[config.mk]
export PLATFORM = sky130hd
export DESIGN_NAME = ldm_stm_sequencer
export DESIGN_NICKNAME = d
export VERILOG_FILES = /design/src/rtl/cpu_pkg.sv /design/src/rtl/priority_enc16.sv /design/src/rtl/ldm_stm_sequencer.sv
export SDC_FILE = /design/constraint.sdc
export NUM_CORES = 1
export LEC_CHECK = 0
export CORE_MARGIN = 2
export CORE_UTILIZATION = 29
export DETAILED_ROUTE_END_ITERATION = 16
export PLACE_DENSITY_LB_ADDON = 0.3
export SYNTH_ARGS = -nofsm -noshare
export SYNTH_HDL_FRONTEND = slang
export SYNTH_SLANG_ARGS = --single-unit
[constraint.sdc]
create_clock -name clk -period 8.1 [get_ports clk]
set_input_delay 2.43 -clock clk [delete_from_list [all_inputs] [get_ports clk]]
set_output_delay 2.43 -clock clk [all_outputs]
set_load 0.1 [all_outputs]
[src/rtl/cpu_pkg.sv]
// rtl/cpu_pkg.sv - shared states and constants for the LDM/STM sequencer; WB state exists only with LDM_STM_WRITEBACK_EN
package cpu_pkg;

  localparam logic [3:0] PC_SELECT  = 4'd15;
  localparam int         WORD_BYTES = 4;

  typedef enum logic [1:0] {
    IDLE = 2'd0,
    XFER = 2'd1,
`ifdef LDM_STM_WRITEBACK_EN
    WB   = 2'd2,
`endif
    DONE = 2'd3
  } state_t;

  function automatic logic [4:0] popcount16(input logic [15:0] v);
    logic [4:0] c;
    c = '0;
    for (int i = 0; i < 16; i++) c = c + 5'(v[i]);
    return c;
  endfunction

endpackage

[src/rtl/priority_enc16.sv]
// rtl/priority_enc16.sv - lowest set bit of a 16-bit mask to a 4-bit index plus valid
module priority_enc16
  import cpu_pkg::*;
(
  input  logic [15:0] i_mask,
  output logic [3:0]  o_idx,
  output logic        o_valid
);

  // Scan from the top down so the lowest set bit is the last one written.
  always_comb begin
    o_idx   = 4'd0;
    o_valid = 1'b0;
    for (int i = int'(PC_SELECT); i >= 0; i--) begin
      if (i_mask[i]) begin
        o_idx   = 4'(i);
        o_valid = 1'b1;
      end
    end
  end

endmodule

[src/rtl/ldm_stm_sequencer.sv]
// rtl/ldm_stm_sequencer.sv - LDM/STM multi-register transfer sequencer; base writeback enabled by LDM_STM_WRITEBACK_EN
module ldm_stm_sequencer
  import cpu_pkg::*;
#(
  parameter int ADDR_W = 32
) (
  input  logic              clk,
  input  logic              reset,
  input  logic              start,
  input  logic              is_load,
  input  logic              up,
  input  logic              pre,
  input  logic              writeback,
  input  logic [3:0]        base_reg,
  input  logic [ADDR_W-1:0] base_addr,
  input  logic [15:0]       reg_list,
  output logic [3:0]        read_B_select,
  output logic              read_B_en,
  input  logic [31:0]       read_B_data,
  output logic [3:0]        write_select,
  output logic              write_en,
  output logic [31:0]       write_data,
  output logic              mem_req,
  output logic              mem_we,
  output logic [ADDR_W-1:0] mem_addr,
  output logic [31:0]       mem_wdata,
  input  logic              mem_ack,
  input  logic [31:0]       mem_rdata,
  output logic              busy,
  output logic              done
);

  localparam logic [ADDR_W-1:0] L_STEP = ADDR_W'(WORD_BYTES);

  state_t            r_state, w_next;
  logic              r_is_load;
  logic [15:0]       r_mask;
  logic [ADDR_W-1:0] r_addr;

  logic [4:0]        w_n;
  logic [ADDR_W-1:0] w_span, w_first;
  logic [3:0]        w_idx;
  logic              w_valid, w_beat, w_last;
  logic [15:0]       w_mask_rest;

  assign w_n         = popcount16(reg_list);
  assign w_span      = ADDR_W'(w_n) * L_STEP;
  assign w_mask_rest = r_mask & (r_mask - 16'd1);
  assign w_last      = (w_mask_rest == 16'd0);
  assign w_beat      = (r_state == XFER) && w_valid && mem_ack;

  priority_enc16 u_penc (
    .i_mask  (r_mask),
    .o_idx   (w_idx),
    .o_valid (w_valid)
  );

  // Beats always walk upwards, so a descending transfer starts at the low end.
  always_comb begin
    w_first = base_addr;
    case ({up, pre})
      2'b11:   w_first = base_addr + L_STEP;
      2'b10:   w_first = base_addr;
      2'b01:   w_first = base_addr - w_span;
      default: w_first = base_addr - w_span + L_STEP;
    endcase
  end

`ifdef LDM_STM_WRITEBACK_EN
  logic              r_wb_active;
  logic [3:0]        r_base_reg;
  logic [ADDR_W-1:0] r_wb_val;
  logic              w_wb_req;
  logic [ADDR_W-1:0] w_wb_val;

  // A load that includes the base register keeps the loaded value.
  assign w_wb_req = writeback && !(is_load && reg_list[base_reg]);
  assign w_wb_val = up ? (base_addr + w_span) : (base_addr - w_span);

  always_ff @(posedge clk or posedge reset) begin
    if (reset) begin
      r_wb_active <= 1'b0;
      r_base_reg  <= 4'd0;
      r_wb_val    <= '0;
    end else if (r_state == IDLE && start) begin
      r_wb_active <= w_wb_req;
      r_base_reg  <= base_reg;
      r_wb_val    <= w_wb_val;
    end
  end
`else
  logic w_unused_wb;
  assign w_unused_wb = ^{writeback, base_reg};
`endif

  always_ff @(posedge clk or posedge reset) begin
    if (reset) begin
      r_is_load <= 1'b0;
      r_mask    <= 16'd0;
      r_addr    <= '0;
    end else if (r_state == IDLE && start) begin
      r_is_load <= is_load;
      r_mask    <= reg_list;
      r_addr    <= w_first;
    end else if (w_beat) begin
      r_mask    <= w_mask_rest;
      r_addr    <= r_addr + L_STEP;
    end
  end

  always_ff @(posedge clk or posedge reset) begin
    if (reset) r_state <= IDLE;
    else       r_state <= w_next;
  end

  // Outputs are gated by reset so they drop in the same instant reset rises.
  always_comb begin
    w_next        = r_state;
    read_B_select = 4'd0;
    read_B_en     = 1'b0;
    write_select  = 4'd0;
    write_en      = 1'b0;
    write_data    = 32'd0;
    mem_req       = 1'b0;
    mem_we        = 1'b0;
    mem_addr      = '0;
    mem_wdata     = 32'd0;
    busy          = 1'b0;
    done          = 1'b0;
    if (!reset) begin
      case (r_state)
        IDLE: begin
          if (start) w_next = (reg_list == 16'd0) ? DONE : XFER;
        end
        XFER: begin
          busy     = 1'b1;
          mem_req  = w_valid;
          mem_we   = !r_is_load;
          mem_addr = r_addr;
          if (!r_is_load) begin
            read_B_en     = 1'b1;
            read_B_select = w_idx;
            mem_wdata     = read_B_data;
          end else if (w_beat) begin
            write_en     = 1'b1;
            write_select = w_idx;
            write_data   = mem_rdata;
          end
          if (w_beat && w_last) begin
`ifdef LDM_STM_WRITEBACK_EN
            w_next = r_wb_active ? WB : DONE;
`else
            w_next = DONE;
`endif
          end
        end
`ifdef LDM_STM_WRITEBACK_EN
        WB: begin
          busy         = 1'b1;
          write_en     = 1'b1;
          write_select = r_base_reg;
          write_data   = 32'(r_wb_val);
          w_next       = DONE;
        end
`endif
        DONE: begin
          done   = 1'b1;
          w_next = IDLE;
        end
        default: w_next = IDLE;
      endcase
    end
  end

endmodule
---- Word-level counts from Yosys, hierarchy flattened ----
Index checks and enable logic that the tools add are counted.
cells by class
  reduce and logical (&&, ||, !) cells .... 10
  bitwise logic cells ..................... 2
  add/subtract/negate cells ............... 20
  $lt $le $gt $ge ......................... 0
  muxes and demuxes ....................... 72
  shift-type cells ........................ 0
  div/mod/pow operators ................... 0
  equal/unequal tests ..................... 7
  $mul .................................... 0
operator list
  cell                                                   count
  2-to-1 mux 32 bit                                      11
  adder 32 x 3 -> 32 bit, second input constant          3
  case mux 32 bit (3 select lines)                       1
  2-to-1 mux 4 bit                                       23
  adder 5 x 1 -> 5 bit                                   11
  zero test 16 bit                                       2
  2-to-1 mux 16 bit                                      2
  subtractor 32 x 7 -> 32 bit                            1
  2-to-1 mux 1 bit                                       31
  bitwise AND 16 bit                                     1
  subtractor 16 x 1 -> 16 bit, second input constant     1
  == test 2 bit, second input constant                   3
  2-to-1 mux 2 bit                                       3
  adder 4 x 1 -> 5 bit                                   1
  adder 3 x 1 -> 4 bit                                   1
  == test 2 x 1 -> 1 bit, second input constant          2
  logical AND 1 bit                                      4
  case mux 2 bit (2 select lines)                        1
  adder 2 x 1 -> 3 bit                                   1
  AND reduction 3 bit                                    1
  adder 1 x 1 -> 2 bit                                   1
  zero test 2 bit                                        1
  inequality test 2 x 1 -> 1 bit, second input constant  1
  inequality test 2 bit, second input constant           1
  3 further kinds                                        3
word-level totals
  bits of input ports ..................... 124
  RAM bits ................................ 0
  memory bits (read-only) ................. 0
  flip-flop bits (word level) ............. 51
  memories ................................ 0
  output and inout port bits .............. 110
  bits in latches ......................... 0

---- Logic depth before layout (Yosys ltp) ----
  depth in word-level cells ............... 22
  gate-level depth with buffers ........... 24
  gate-level depth less buffers ........... 22

---- Modules after synthesis ----
From an unflattened synthesis, not the netlist that was laid out.
unflattened totals
  cells, all modules ...................... 902
  area total of the unflattened synthesis .. 6585.1 sq um
modules (own cells, without submodules)
  module             cells each  seq. area each (sq um)  area each (sq um)  times used
  ldm_stm_sequencer  869         1276.2                  6406.1             1
  priority_enc16     33          0.0                     178.9              1

---- Worst setup path before layout ----
Ideal clock, no wire load.
  path type ............................... input-to-reg
  start ................................... input reg_list[0]
  end ..................................... register r_addr[28]
  path slack .............................. -0.538 ns
  arrival ................................. 8.544 ns
  buffers on the path ..................... 1
  library setup time ...................... 0.094 ns
  stages .................................. 22
  cells stage by stage .................... inv_1 fa_1 fa_1 fa_1 fa_1 inv_1 ha_1 inv_1 fa_1 nor2b_1 o21ai_0 ha_1 clkbuf_8 a21oi_1 or2b_2 or4_2 a222oi_1 nand4_1 or4_4 nor4b_2 xnor2_1 a221oi_2
on the way
  word-level cells in the longest chain between the ends .. 19
ends and longest elaborated chain
  what                                    RTL line                                          text
  start, declared                         ldm_stm_sequencer.sv:16                           input logic [15:0] reg_list,
  adder 1 x 1 -> 2 bit (*)                cpu_pkg.sv:19                                     for (int i = 0; i < 16; i++) c = c + 5'(v[i]);
  adder 2 x 1 -> 3 bit (*)                cpu_pkg.sv:19
  adder 3 x 1 -> 4 bit (*)                cpu_pkg.sv:19
  adder 4 x 1 -> 5 bit (*)                cpu_pkg.sv:19
  adder 5 x 1 -> 5 bit (*) (11 in a row)  cpu_pkg.sv:19
  subtractor 32 x 7 -> 32 bit (*)         ldm_stm_sequencer.sv:64, ldm_stm_sequencer.sv:65
  adder 32 x 3 -> 32 bit                  ldm_stm_sequencer.sv:65                           default: w_first = base_addr - w_span + L_STEP;
  case mux 32 bit (3 select lines) (*)    ldm_stm_sequencer.sv:61                           case ({up, pre})
  2-to-1 mux 32 bit (*)                   ldm_stm_sequencer.sv:101                          end else if (r_state == IDLE && start) begin
  end signal, assigned                    ldm_stm_sequencer.sv:104                          r_addr <= w_first;
  end signal, assigned                    ldm_stm_sequencer.sv:107                          r_addr <= r_addr + L_STEP;
  end, declared                           ldm_stm_sequencer.sv:38                           logic [ADDR_W-1:0] r_addr;
Every way passes the cells marked *; elsewhere a longest branch is shown, timed or not.
A chain may end at the register's enable or synchronous reset.

---- Worst setup path in the final report ----
  start ................................... input reg_list[1]
  end ..................................... register r_addr[30]
Same word-level chain as after synthesis.

==> summary.txt <==
Run status
  • Failing checks: negative setup slack
  • Outcome: complete, but fails checks

Power
  • PD cells: 346 nW/µm²
  • Total Power: 4.00 mW
  • Max VDD drop: 208 µV
  • Leakage: 4.73 nW

Setup path
  • R2r startpoint: r_mask[10]
  • Critical path cell sequence: buf_6 -> inv_2 -> fa_1 -> fa_1 -> fa_2 -> fa_1 -> inv_1 -> ha_2 -> inv_2 -> fa_2 -> nor2b_2 -> o21ai_2 -> ha_2 -> or4_4 -> buf_4 -> or3_1 -> or3_1 -> nor4bb_4 -> o22ai_1 -> or4_4 -> buf_6 -> nor4b_4 -> xnor2_1 -> a21oi_1
  • R2r worst-path depth: 8
  • CP Data Required Time: 8.28 ns
  • CP arrival: between 8 and 9 ns
  • Setup crit end kind: register
  • Slowest stage cell on the critical path: fa_2
  • Max Fanout on Critical Path: 7
  • Worst reg2reg path endpoint: r_addr[19]
  • R2r setup slk: roughly 4.6 ns
  • Most Frequent Cell on Critical Path: fa_1
  • Worst path max stage delay: 0.57 ns
  • Worst setup path class: input pin to register
  • Critical Path Source Type: input pin

Clock network
  • Sink Count: 51
  • H-Tree Depth: 2
  • Clock Latency Late Sink: 0.30 ns
  • Clock transition at the registers of the reported paths: 0.08 ns
  • Root buf cell: clkbuf_16
  • Cts hold-fix bufs: 0
  • TritonCTS clock tree: yes
  • Buffer depth of the longest clock path: 2
  • Number of buffers created by CTS: 5

Die
  • Core area: between 20000 and 25000 µm²
  • I/O pin cnt: 234
  • Die Ht: 159 µm
  • Die width: 159 µm
  • Initial Utilization: 29.7%
  • Die footprint: about 25000 µm²
  • Row cnt: 56

Logic synthesis
  • Simple-gate share of the synthesized area: a little over a third
  • Xor/xnor cell area share of the yosys netlist: 9.40%
  • Ys flop type: dfrtp_1
  • Adder-Cell Fraction of Synth Area: 6.45%
  • FFs w/ async S/R, synth: 100%
  • Post-synthesis compound-gate area fraction: approximately 23%
  • Syn_area_per_cell: ~7 µm²
  • Mapped Area: 6990 µm²
  • Number of synthesis warnings: 0
  • Count of cell types in the netlist: 81
  • EDFF count, synth: 0
  • Post-Syn Instances: 969
  • Combinational family with the most area after synthesis: simple AND/OR/NAND/NOR gates
  • Mapped Nets: 1120
  • Post-synthesis mux area share: 0.609%
  • Number of synthesized register bits: between 50 and 60
  • Post-synthesis sequential area ratio: 18.3%

GRT
  • Total GRT Usage: 20.9%
  • Largest net degree at the start of global routing: 55
  • First-pass GRT wire length: 43100 µm
  • Vias in the first global route: 7728
  • Congestion Overflow GR: 0
  • Initial antenna violation count: 0

Timing
  • Relative slew slack: a little over two fifths
  • Pins over their slew limit: 0
  • Clock skew: 0.0153 ns
  • Hold Slack: 0.475 ns
  • Worst Tran Pin Value: 0.836 ns
  • Total Neg Setup Slack: -1.22 ns
  • Setup ws final: -0.333 ns
  • Min Tclk post-route: 8.43 ns
  • Setup violations, final: 7
  • Final hold vios: 0
  • RSZ-0062 raised after global routing: yes
  • Period utilization: 104%
  • Max Clock Freq: 119 MHz

Min path
  • Hold EP: r_addr[1]
  • Hold path depth: 2
  • Beginning of the worst hold path: r_addr[1]
  • Worst Hold Class: register to register

Route
  • Routed Antenna Nets: 0
  • DR vias/cell: 5.18
  • Drt pass-1 iters: 5
  • Wirelength per Cell: 17.3 µm
  • DRC: 0
  • Post-Route WL: 27800 µm
  • DR iter-0 viols: 626
  • Routed via count: 8315

Layout
  • Fill cells: 2303
  • Share of layout cells above drive strength 1: between 20% and 30%
  • Final net count: 1437
  • N_diodes: 0
  • Area Overhead vs Synth: 65.5%

Placed design
  • Count of input and output buffers: 228
  • Routability congestion estimate from global placement: 0.892
  • Dpl hpwl: 22100 µm

Flow run
  • Maxcap violations: 0
## final cells by class
class | count | area (µm²) | share of cell area (%)
Multi-Input combinational cell | 801 | 5500 | 47.6
Timing Repair Buffer | 370 | 3990 | 34.5
Sequential cell | 51 | 1280 | 11.0
Clock buffer | 6 | 129 | 1.11
Clock inverter | 2 | 38.8 | 0.335
Inverter | 57 | 230 | 1.99
Tap cell | 319 | 399 | 3.45
## how the worst max path moves through the flow
stage	end	start	cells past startpoint	slack, ns
finish	r_addr[30]	reg_list[1]	24	-0.33
global route	r_addr[30]	reg_list[7]	23	-0.54
CTS	r_addr[28]	reg_list[15]	22	-0.49
detailed placement	r_addr[28]	reg_list[9]	23	-1.10
global placement	r_addr[28]	reg_list[9]	23	-1.06
floorplan	r_addr[28]	reg_list[9]	22	-0.20
## Yosys cell counts (all sizes together) (6+ instances only)
cell type,number,area share (%)
nand3,31,2.2
xnor2,38,4.8
and3,7,0.68
dfrtp,51,18
nand2,81,4.4
a21oi,62,4.5
o41ai,6,0.75
nor3,34,2.4
buf,8,0.77
o211ai,10,1.1
nor2,62,3.3
o31ai,7,0.75
xor2,37,4.6
inv,57,3.1
a21o,8,0.88
o21ai,68,4.9
fa,11,3.2
and2,104,9.3
clkbuf,52,3.8
or4,20,2.3
or3,17,1.5
a211oi,16,1.7
nand2b,14,1.3
a21boi,6,0.64
a221oi,9,1.2
o22ai,8,0.72
nor4,24,2.1
nand4,19,1.7
a31oi,15,1.3
ha,16,2.9
## placed cells by master, fill, tap and decap left out, types with 8 or more instances in the layout
cell	instances
nor3_1	28
nand4_1	19
inv_1	46
or3_1	16
nor4_1	21
o211ai_1	10
ha_1	12
buf_4	176
nand2b_1	14
a211oi_1	13
o21ai_0	63
fa_1	8
clkdlybuf4s50_1	109
nand2_1	80
dfrtp_1	51
a21oi_1	59
a31oi_1	15
nand3_1	31
xor2_1	35
or4_1	14
buf_6	10
nor2_1	61
buf_12	71
xnor2_1	36
and2_1	102
o22ai_1	8
## sequential cells by signal, indices dropped and copies added (netlist names)
register,cells
r_addr,32
r_is_load,1
r_mask,16
r_state,2
## per-stage QoR
step | util, % | worst slack [ns] | instances | area (µm²)
final | 49.1 | -0.333 | 1606 | 11600
after global routing | 49.1 | -0.540 | 1606 | 11600
after CTS | 48.2 | -0.490 | 1599 | 11300
after detailed placement | 46.6 | -1.10 | 1578 | 11000
after global placement | 46.6 | -1.06 | 1578 | 11000
after floorplan | - | -0.203 | 969 | 7080
## power breakdown
part | switching (mW) | internal, mW | total [mW]
registers | 0.162 | 0.369 | 0.531
clock network | 0.0996 | 0.147 | 0.247
logic | 2.07 | 1.16 | 3.23
total | 2.33 | 1.68 | 4.00
## per-layer routing
layer | share of wire (%) | GRT usage, %
met5 | 0 | 0
met4 | 2.2 | 5.41
met3 | 5.4 | 2.89
met2 | 50 | 37.3
met1 | 43 | 26.5
## worst max-delay path, delay by kind of cell
| family | cells | cell delay [ns] |
|---|---|---|
| buffers and inverters | 6 | 0.55 |
| AND/OR/NAND/NOR | 7 | 2.45 |
| AO/OA/AOI/OAI | 3 | 0.31 |
| adder cells (fa/ha/maj) | 7 | 2.69 |
| XOR/XNOR | 1 | 0.16 |
## cells by family after synthesis
family | count (synthesis)
fa+ha+maj | 30
compound gates | 250
flops | 51
simple gates | 442
xor+xnor | 75
buf+inv | 117
mux | 4
## timing repair
| item | CTS | global route |
|---|---|---|
| pin swaps | 43 | 39 |
| cloned | 0 | 0 |
| setup endpoints to repair | 23 | 19 |
| gates resized for setup | 76 | 34 |
| buffers inserted | 13 | 8 |
| endpoints found under the hold margin | 0 | 0 |
(Power assumes the default switching activity.)
